`src/rtl/train_pkg.sv`:
```
// Shared types for the training data buffer: vector type and replay FSM states.
package train_pkg;

    localparam int default_data_size = 16;
    localparam int default_size      = 3;

    typedef logic [default_data_size*default_size-1:0] vec_t;

    typedef enum logic [1:0] {
        FORWARD = 2'd0,
        REPLAY  = 2'd1,
        DONE    = 2'd2
    } buf_state_e;

endpackage

```
`src/rtl/train_pair_fifo.sv`:
```
// Circular storage for (z, predict_value) pairs with first-word-fall-through read port.
module train_pair_fifo #(
    parameter int width = 48,
    parameter int depth = 4
) (
    input  logic                        clk,
    input  logic                        rst_n,
    input  logic                        clear,
    input  logic                        push,
    input  logic                        pop,
    input  logic [width-1:0]            in_z,
    input  logic [width-1:0]            in_predict,
    output logic [width-1:0]            out_z,
    output logic [width-1:0]            out_predict,
    output logic [$clog2(depth):0]      count,
    output logic                        full,
    output logic                        empty
);

    localparam int ptr_w = $clog2(depth);
    localparam int cnt_w = ptr_w + 1;

    logic [width-1:0] mem_z [depth];
    logic [width-1:0] mem_p [depth];
    logic [ptr_w-1:0] wr_ptr;
    logic [ptr_w-1:0] rd_ptr;
    logic             push_ok;
    logic             pop_ok;

    assign full    = (count == cnt_w'(depth));
    assign empty   = (count == '0);
    assign push_ok = push && !full;
    assign pop_ok  = pop && !empty;

    // Depth is a power of two, so pointer increments wrap on their own.
    always_ff @(posedge clk or negedge rst_n) begin
        if (!rst_n) begin
            for (int i = 0; i < depth; i++) begin
                mem_z[i] <= '0;
                mem_p[i] <= '0;
            end
            wr_ptr <= '0;
            rd_ptr <= '0;
            count  <= '0;
        end else if (clear) begin
            wr_ptr <= '0;
            rd_ptr <= '0;
            count  <= '0;
        end else begin
            if (push_ok) begin
                mem_z[wr_ptr] <= in_z;
                mem_p[wr_ptr] <= in_predict;
                wr_ptr        <= wr_ptr + ptr_w'(1);
            end
            if (pop_ok) begin
                rd_ptr <= rd_ptr + ptr_w'(1);
            end
            case ({push_ok, pop_ok})
                2'b10:   count <= count + cnt_w'(1);
                2'b01:   count <= count - cnt_w'(1);
                default: count <= count;
            endcase
        end
    end

    assign out_z       = mem_z[rd_ptr];
    assign out_predict = mem_p[rd_ptr];

endmodule

```
`src/rtl/train_data_buffer.sv`:
```
// Captures forward-pass (z, predict_value) pairs and replays them oldest-first for training.
module train_data_buffer
    import train_pkg::*;
#(
    parameter int data_size = default_data_size,
    parameter int size      = default_size,
    parameter int depth     = 4
) (
    input  logic                        clk,
    input  logic                        rst_n,
    input  logic                        clear,
    input  logic                        wr_valid,
    output logic                        wr_ready,
    input  logic [data_size*size-1:0]   wr_z,
    input  logic [data_size*size-1:0]   wr_predict,
    input  logic                        train_start,
    input  logic                        rd_ready,
    output logic                        rd_valid,
    output logic [data_size*size-1:0]   z,
    output logic [data_size*size-1:0]   predict_value_old,
    output logic                        use_z,
    output logic                        train_done,
    output logic [$clog2(depth):0]      count
);

    localparam int width = data_size * size;
    localparam int cnt_w = $clog2(depth) + 1;

    buf_state_e state;
    logic       full;
    logic       empty;
    logic       push;
    logic       pop;

    assign wr_ready   = (state == FORWARD) && !full;
    assign rd_valid   = (state == REPLAY) && !empty;
    assign use_z      = (state == REPLAY);
    assign train_done = (state == DONE);

    // clear must win over any storage update in the same cycle.
    assign push = wr_valid && wr_ready && !clear;
    assign pop  = rd_valid && rd_ready && !clear;

    train_pair_fifo #(
        .width (width),
        .depth (depth)
    ) u_fifo (
        .clk         (clk),
        .rst_n       (rst_n),
        .clear       (clear),
        .push        (push),
        .pop         (pop),
        .in_z        (wr_z),
        .in_predict  (wr_predict),
        .out_z       (z),
        .out_predict (predict_value_old),
        .count       (count),
        .full        (full),
        .empty       (empty)
    );

    always_ff @(posedge clk or negedge rst_n) begin
        if (!rst_n) begin
            state <= FORWARD;
        end else if (clear) begin
            state <= FORWARD;
        end else begin
            case (state)
                FORWARD: begin
                    // A pair pushed alongside train_start is part of this replay.
                    if (train_start && (!empty || push)) begin
                        state <= REPLAY;
                    end
                end
                REPLAY: begin
                    if (pop && (count == cnt_w'(1))) begin
                        state <= DONE;
                    end
                end
                DONE:    state <= FORWARD;
                default: state <= FORWARD;
            endcase
        end
    end

endmodule

```
`config.mk`:
```
export PLATFORM = sky130hd
export DESIGN_NAME = train_data_buffer
export DESIGN_NICKNAME = d
export VERILOG_FILES = /design/src/rtl/train_pkg.sv /design/src/rtl/train_pair_fifo.sv /design/src/rtl/train_data_buffer.sv
export SDC_FILE = /design/constraint.sdc
export NUM_CORES = 1
export LEC_CHECK = 0
export ABC_AREA = 1
export BUFFER_PORTS_ARGS = -buffer_cell sky130_fd_sc_hd__buf_2
export CAP_MARGIN = 10
export CORE_MARGIN = 3
export CORE_UTILIZATION = 59
export DETAILED_ROUTE_END_ITERATION = 8
export PLACE_DENSITY_LB_ADDON = 0.2
export SLEW_MARGIN = 20
export SYNTH_ARGS = -nofsm -noshare
export SYNTH_HDL_FRONTEND = slang
export SYNTH_SLANG_ARGS = --single-unit
```
`constraint.sdc`:
```
create_clock -name clk -period 2.35 [get_ports clk]
set_input_delay 0.1175 -clock clk [delete_from_list [all_inputs] [get_ports clk]]
set_output_delay 0.1175 -clock clk [all_outputs]
set_load 0.01 [all_outputs]
```
---- Yosys cells after proc, flatten, opt, wreduce, memory -nomap -nowiden ----
Index checks and enable logic that the tools add are counted.
word-level totals
  input port bits ......................... 102
  output and inout port bits .............. 103
  bits in registers ....................... 393
  word-level logic and storage cells ...... 72
cells by class
  bitwise logic cells ..................... 3
  mux-type cells .......................... 20
  add/sub/neg operators ................... 4
  reductions and logical operators ........ 22
  equal/unequal tests ..................... 8
  $lt $le $gt $ge ......................... 3
operators by type and width
  cell                                                                   count
  192-bit bitwise mux                                                    2
  48-bit two-way mux                                                     5
  48-bit binary-select mux with 2-bit select                             2
  48-bit demux with 2-bit select                                         1
  2-bit two-way mux                                                      7
  1-bit logical AND                                                      11
  3-bit greater-or-equal comparator, second input constant               2
  3-bit by 2-bit != test with 1-bit output, second input constant        2
  2-bit NOT with 3-bit output                                            2
  3-bit case mux with 2 select lines                                     1
  2-bit by 1-bit adder with 2-bit output, second input constant          2
  2-bit by 1-bit equality test with 1-bit output, second input constant  2
  2-bit equality test, second input constant                             2
  2-bit case mux with 2 select lines                                     1
  2-bit AND reduction                                                    2
  2-bit nonzero test                                                     2
  3-bit by 1-bit adder with 3-bit output, second input constant          1
  3-bit by 1-bit equality test with 1-bit output, second input constant  1
  3-bit equality test, second input constant                             1
  1-bit logical NOT                                                      3
  3-bit logical NOT                                                      1
  3-bit by 1-bit < comparator with 1-bit output, second input constant   1
  3-bit two-way mux                                                      1
  3-bit nonzero test                                                     1
  other kinds (4)                                                        4

---- Logic depth before layout (Yosys ltp) ----
  depth in word-level cells ............... 10
  gate-level depth with buffers ........... 10
  mapped depth without buffers ............ 9

---- Cells and area by module ----
Synthesis repeated with hierarchy kept, for this count alone.
second synthesis, totals
  cell total of the unflattened synthesis .. 1,966
  area total of the unflattened synthesis .. 17,012.6 sq um
modules (own cells, without submodules)
  module             seq. area each (sq um)  instances  area an instance (sq um)  cells an instance
  train_pair_fifo    9,784.4                 1          16,848.7                  1,940
  train_data_buffer  50.0                    1          163.9                     26

---- Worst setup path before layout ----
No wires, ideal clock.
  kind .................................... register to register
  start ................................... register u_fifo.count[0]
  end ..................................... register u_fifo.mem_p[187] (netlist name)
  buffers on the path ..................... 2
  period minus slack after synthesis ...... 1.771 ns
  arrival ................................. 1.651 ns
  slack ................................... 0.579 ns
  stages on the path, launching flop included .. 11
  library setup time ...................... 0.120 ns
  required time ........................... 2.230 ns
  path through ............................ dfrtp_1 > inv_1 > ha_1 > nand2_2 > nand4_4 > nor2_8 > nand2_4 > buf_6 > buf_4 > nand2_1 > o21ai_2
between the ends
  longest elaborated chain between the ends .. 7
ends and longest elaborated chain
  item                               line                                            source
  start, declared                    train_pair_fifo.sv:15                           output logic [$clog2(depth):0] count,
  start signal, assigned             train_pair_fifo.sv:59                           2'b10: count <= count + cnt_w'(1);
  start signal, assigned             train_pair_fifo.sv:60                           2'b01: count <= count - cnt_w'(1);
  start signal, assigned             train_pair_fifo.sv:61                           default: count <= count;
  3-bit equality test (*)            train_pair_fifo.sv:30                           assign full = (count == cnt_w'(depth));
  1-bit logical NOT (*)              train_pair_fifo.sv:32, train_data_buffer.sv:35
  1-bit logical AND                  train_data_buffer.sv:35                         assign wr_ready = (state == FORWARD) && !full;
  1-bit logical AND (2 in series)    train_data_buffer.sv:41                         assign push = wr_valid && wr_ready && !clear;
  1-bit logical AND (*)              train_pair_fifo.sv:32                           assign push_ok = push && !full;
  2-bit AND reduction (no line) (*)  n/a
  end signal, assigned by index      train_pair_fifo.sv:52                           mem_p[wr_ptr] <= in_predict;
  end, declared                      train_pair_fifo.sv:24                           logic [width-1:0] mem_p [depth];
Mark *: on every way between the ends. The rest lies on a longest branch, timed or not.
A chain may end at the register's enable or synchronous reset.

---- Final worst setup path ----
  start ................................... register u_fifo.rd_ptr[0]
  end ..................................... output predict_value_old[14]
between the ends
  longest elaborated chain between the ends .. 4
ends and longest elaborated chain
  item                                                    line                     source
  start, declared                                         train_pair_fifo.sv:26    logic [ptr_w-1:0] rd_ptr;
  start signal, assigned                                  train_pair_fifo.sv:56    rd_ptr <= rd_ptr + ptr_w'(1);
  2-bit NOT with 3-bit output (implied by the code)       train_pair_fifo.sv:67    assign out_predict = mem_p[rd_ptr];
  48-bit binary-select mux with 2-bit select              train_pair_fifo.sv:67
  48-bit two-way mux (implied by the code) (2 in series)  train_pair_fifo.sv:67
  end, declared                                           train_data_buffer.sv:20  output logic [data_size*size-1:0] predict_value_old,
No other way between the ends. The select of a mux whose other input is x is not followed.

==> impl_metrics.ini <==
[die]
ios = 205
start_util_pct = 60.49
rows = 63
die_width_um = 181.2
dieHeight_um = 181.2
die_area_sq_um = 32850
core_area_sq_um = 29950

[detailed_routing]
route.detailed.drc = 0
wl_per_cell_um = 16.62
vias = 14710
vias_per_cell = 5.606
wirelength_um = 43590
drt_iter0_markers = 1199
postRouteAntennaNets = 0
drtPass1Iterations = 6

[grt]
grt_antenna_before_repair = 0
first_global_vias = 14670
grt_pass1_wl_um = 72970
track_usage_pct = 26.58
grt_max_degree = 111
grt-ovfl-total = 0

[pwr]
power_mw = 22.15
pwr-share-seq_pct = 47.0
combPwrFrac_pct = 25.2
vdd_ir_drop_max_uv = 655.5
leakagePower_nw = 10.66
switchingPower_mw = 6.919
power.internal_mw = 15.23
pwr-share-clk_pct = 27.7
power_density_nw_per_um2 = 1033
switching_share_pct = 31.24

[logic_synthesis]
synth_xor_area_share_pct = 0.04834
ys_types = 23
synth-simple-area-share_pct = 13.40
muxShareOfSynthArea_pct = 0
syn_area_per_cell_sq_um = 9.226
ys_warn_count = 0
synthesis.nets = 2074
syn-instance-count = 1964
synth_fa_ha_area_share_pct = 0.5524
ys_ff_latch = 393
synth_compound_area_share_pct = 22.99
ys_seq_area_share_pct = 54.27
synth_top_family_by_area = compound AO/OA/AOI/OAI gates
syn_area_sq_um = 18120

[worst_setup_path]
cp_max_fo = 43
slowest_delay_ps = 540
crit_path_end_kind = output port
critPathRequiredTime_ps = 2230
cp_slowest_cell = dfrtp_4
crit_type = reg2out
cp_common_cell = buf_12
cp_cell_sequence = clkinv_8 > buf_12 > buf_12 > o21ai_0 > o22ai_1 > buf_2
critPathLaunchType = flip-flop
arrival_ps = 2120

[cells_and_area]
area_growth_pct = 18.35
antenna_cells = 0
final_core_util_pct = 71.60
nets = 2320
drive_gt1_share_pct = 21.67
layout.cells.non_filler = 2623
finalInstanceArea_sq_um = 21450

[clock_network]
clock-sinks = 393
cts_tree = done
cts_buffers = 43
clock_latency_ps = 530
clk_path_buf_depth = 3
clk_pin_slew_ps = 60
cts_setup_buffers = 0
cts_root_buf = clkbuf_16
h-tree-depth = 2

[sta]
max_clock_freq_mhz = 446.0
slew_viol_final = 0
finalCritPeriodShare_pct = 95.42
max_slew_margin_pct = 59.03
period_minus_slack_ps = 2242
tns_ps = 0
setup_ws_ps = 107.7
hold_viol = 0
hold-worst-slack_ps = 57.06
skew_ps = 14.01
setup_violations = 0
grt_setup_unrepaired = true
worst-slew-pin-transition_ps = 614.6

[place]
dp_hpwl_um = 25240
gp_congestion = 0.8332
placedCellCount = 2455
postPlaceCellArea_sq_um = 19160
place_ws_ps = 292.6
io_buffers = 204

[run]
drv_cap = 0

[status]
status = complete, no violations

[hold_path]
worstHoldPathType = in2async
## flip-flops by register name, summed over array words and instances (netlist names)
| register | cells |
|---|---|
| u_fifo.mem_p | 192 |
| u_fifo.mem_z | 192 |
| u_fifo.count | 3 |
| state | 2 |
| u_fifo.rd_ptr | 2 |
| u_fifo.wr_ptr | 2 |
## kinds of logic (layout without fill, tap and decap cells)
kind of cell	Yosys count	in the layout
AO/OA/AOI/OAI	678	678
XOR/XNOR	1	1
adder cells (fa/ha/maj)	8	8
buffers and inverters	259	528
flip-flops	393	393
AND/OR/NAND/NOR	625	625
## cell type report
type	instances	area [sq um]
well taps	390	488.0
clock inverters	2	13.76
repair buffers	348	2683
flip-flops and latches	393	9839
inverters	112	432.9
fillers	2215	8508
multi-input cells	1312	6744
clock buffers	66	1245
## final timing paths
path,slack (ps),from,end,cells past startpoint
setup / recovery,110,u_fifo.rd_ptr[0],predict_value_old[14],6
hold / removal,60,rst_n,u_fifo.mem_z[32],2
setup reg to reg,280,u_fifo.count[0],u_fifo.mem_z[85],9
hold reg to reg,470,u_fifo.mem_z[122],u_fifo.mem_z[122],2
max in group asynchronous,1410,rst_n,u_fifo.mem_p[177],3
min in group clk,60,wr_valid,state[0],7
## cells in the mapped netlist, drive strengths merged
cell / number / area, sq um
inv: 112 / 420.4
o21ai: 579 / 3547
nor2: 201 / 770.7
xor2: 1 / 8.760
nand4: 5 / 46.29
nand3: 5 / 25.02
o22ai: 96 / 600.6
nand2: 414 / 1587
a21oi: 2 / 10.01
buf: 94 / 963.4
dfrtp: 393 / 9834
clkbuf: 53 / 198.9
o211ai: 1 / 7.510
ha: 8 / 100.1
## worst max-delay path, delay by kind of cell, from the launching register on
family,cells,cell delay (ps)
buffers and inverters,4,760
DFF,1,540
AOI/OAI and AO/OA,2,260
## power groups by stage
stage          sequential (mW)  clock [mW]  combinational, mW
3_5_place_dp              10.5           0               5.45
6_report                  10.4        6.14               5.59
5_1_grt                   10.7        6.53               6.34
3_3_place_gp              10.4           0               5.21
2_1_floorplan             10.1           0               3.90
4_1_cts                   10.4        6.27               5.62
## routing by layer
| metal | global-route usage, % | part of all wire [%] | vias to the layer above |
|---|---|---|---|
| met5 | 0 | 0 | - |
| met4 | 7.465 | 2.2 | 0 |
| met3 | 3.946 | 6.3 | 72 |
| met2 | 44.14 | 48 | 486 |
| met1 | 36.88 | 43 | 7107 |
| li1 | - | - | 7040 |
## repair_timing
action                                  in CTS  in global routing
endpoints found under the setup margin       3                 13
hold buffers                               100                  0
hold endpoints to repair                   779                  0
resized for setup                            1                  3
## placed cells by master (no fill, tap or decap), types with 2 or more instances in the layout
cell,count
buf_4,19
nand4_1,4
o21ai_0,225
ha_1,8
inv_1,110
o22ai_1,95
dfrtp_1,391
buf_2,203
o21ai_1,181
o21ai_2,173
nor2_1,200
nand2_1,409
clkbuf_16,45
nand2_8,4
dlygate4sd3_1,100
buf_12,24
clkbuf_1,17
nand3_1,5
a21oi_1,2
clkbuf_8,4
Note: power is estimated with default switching activity, not from simulation.
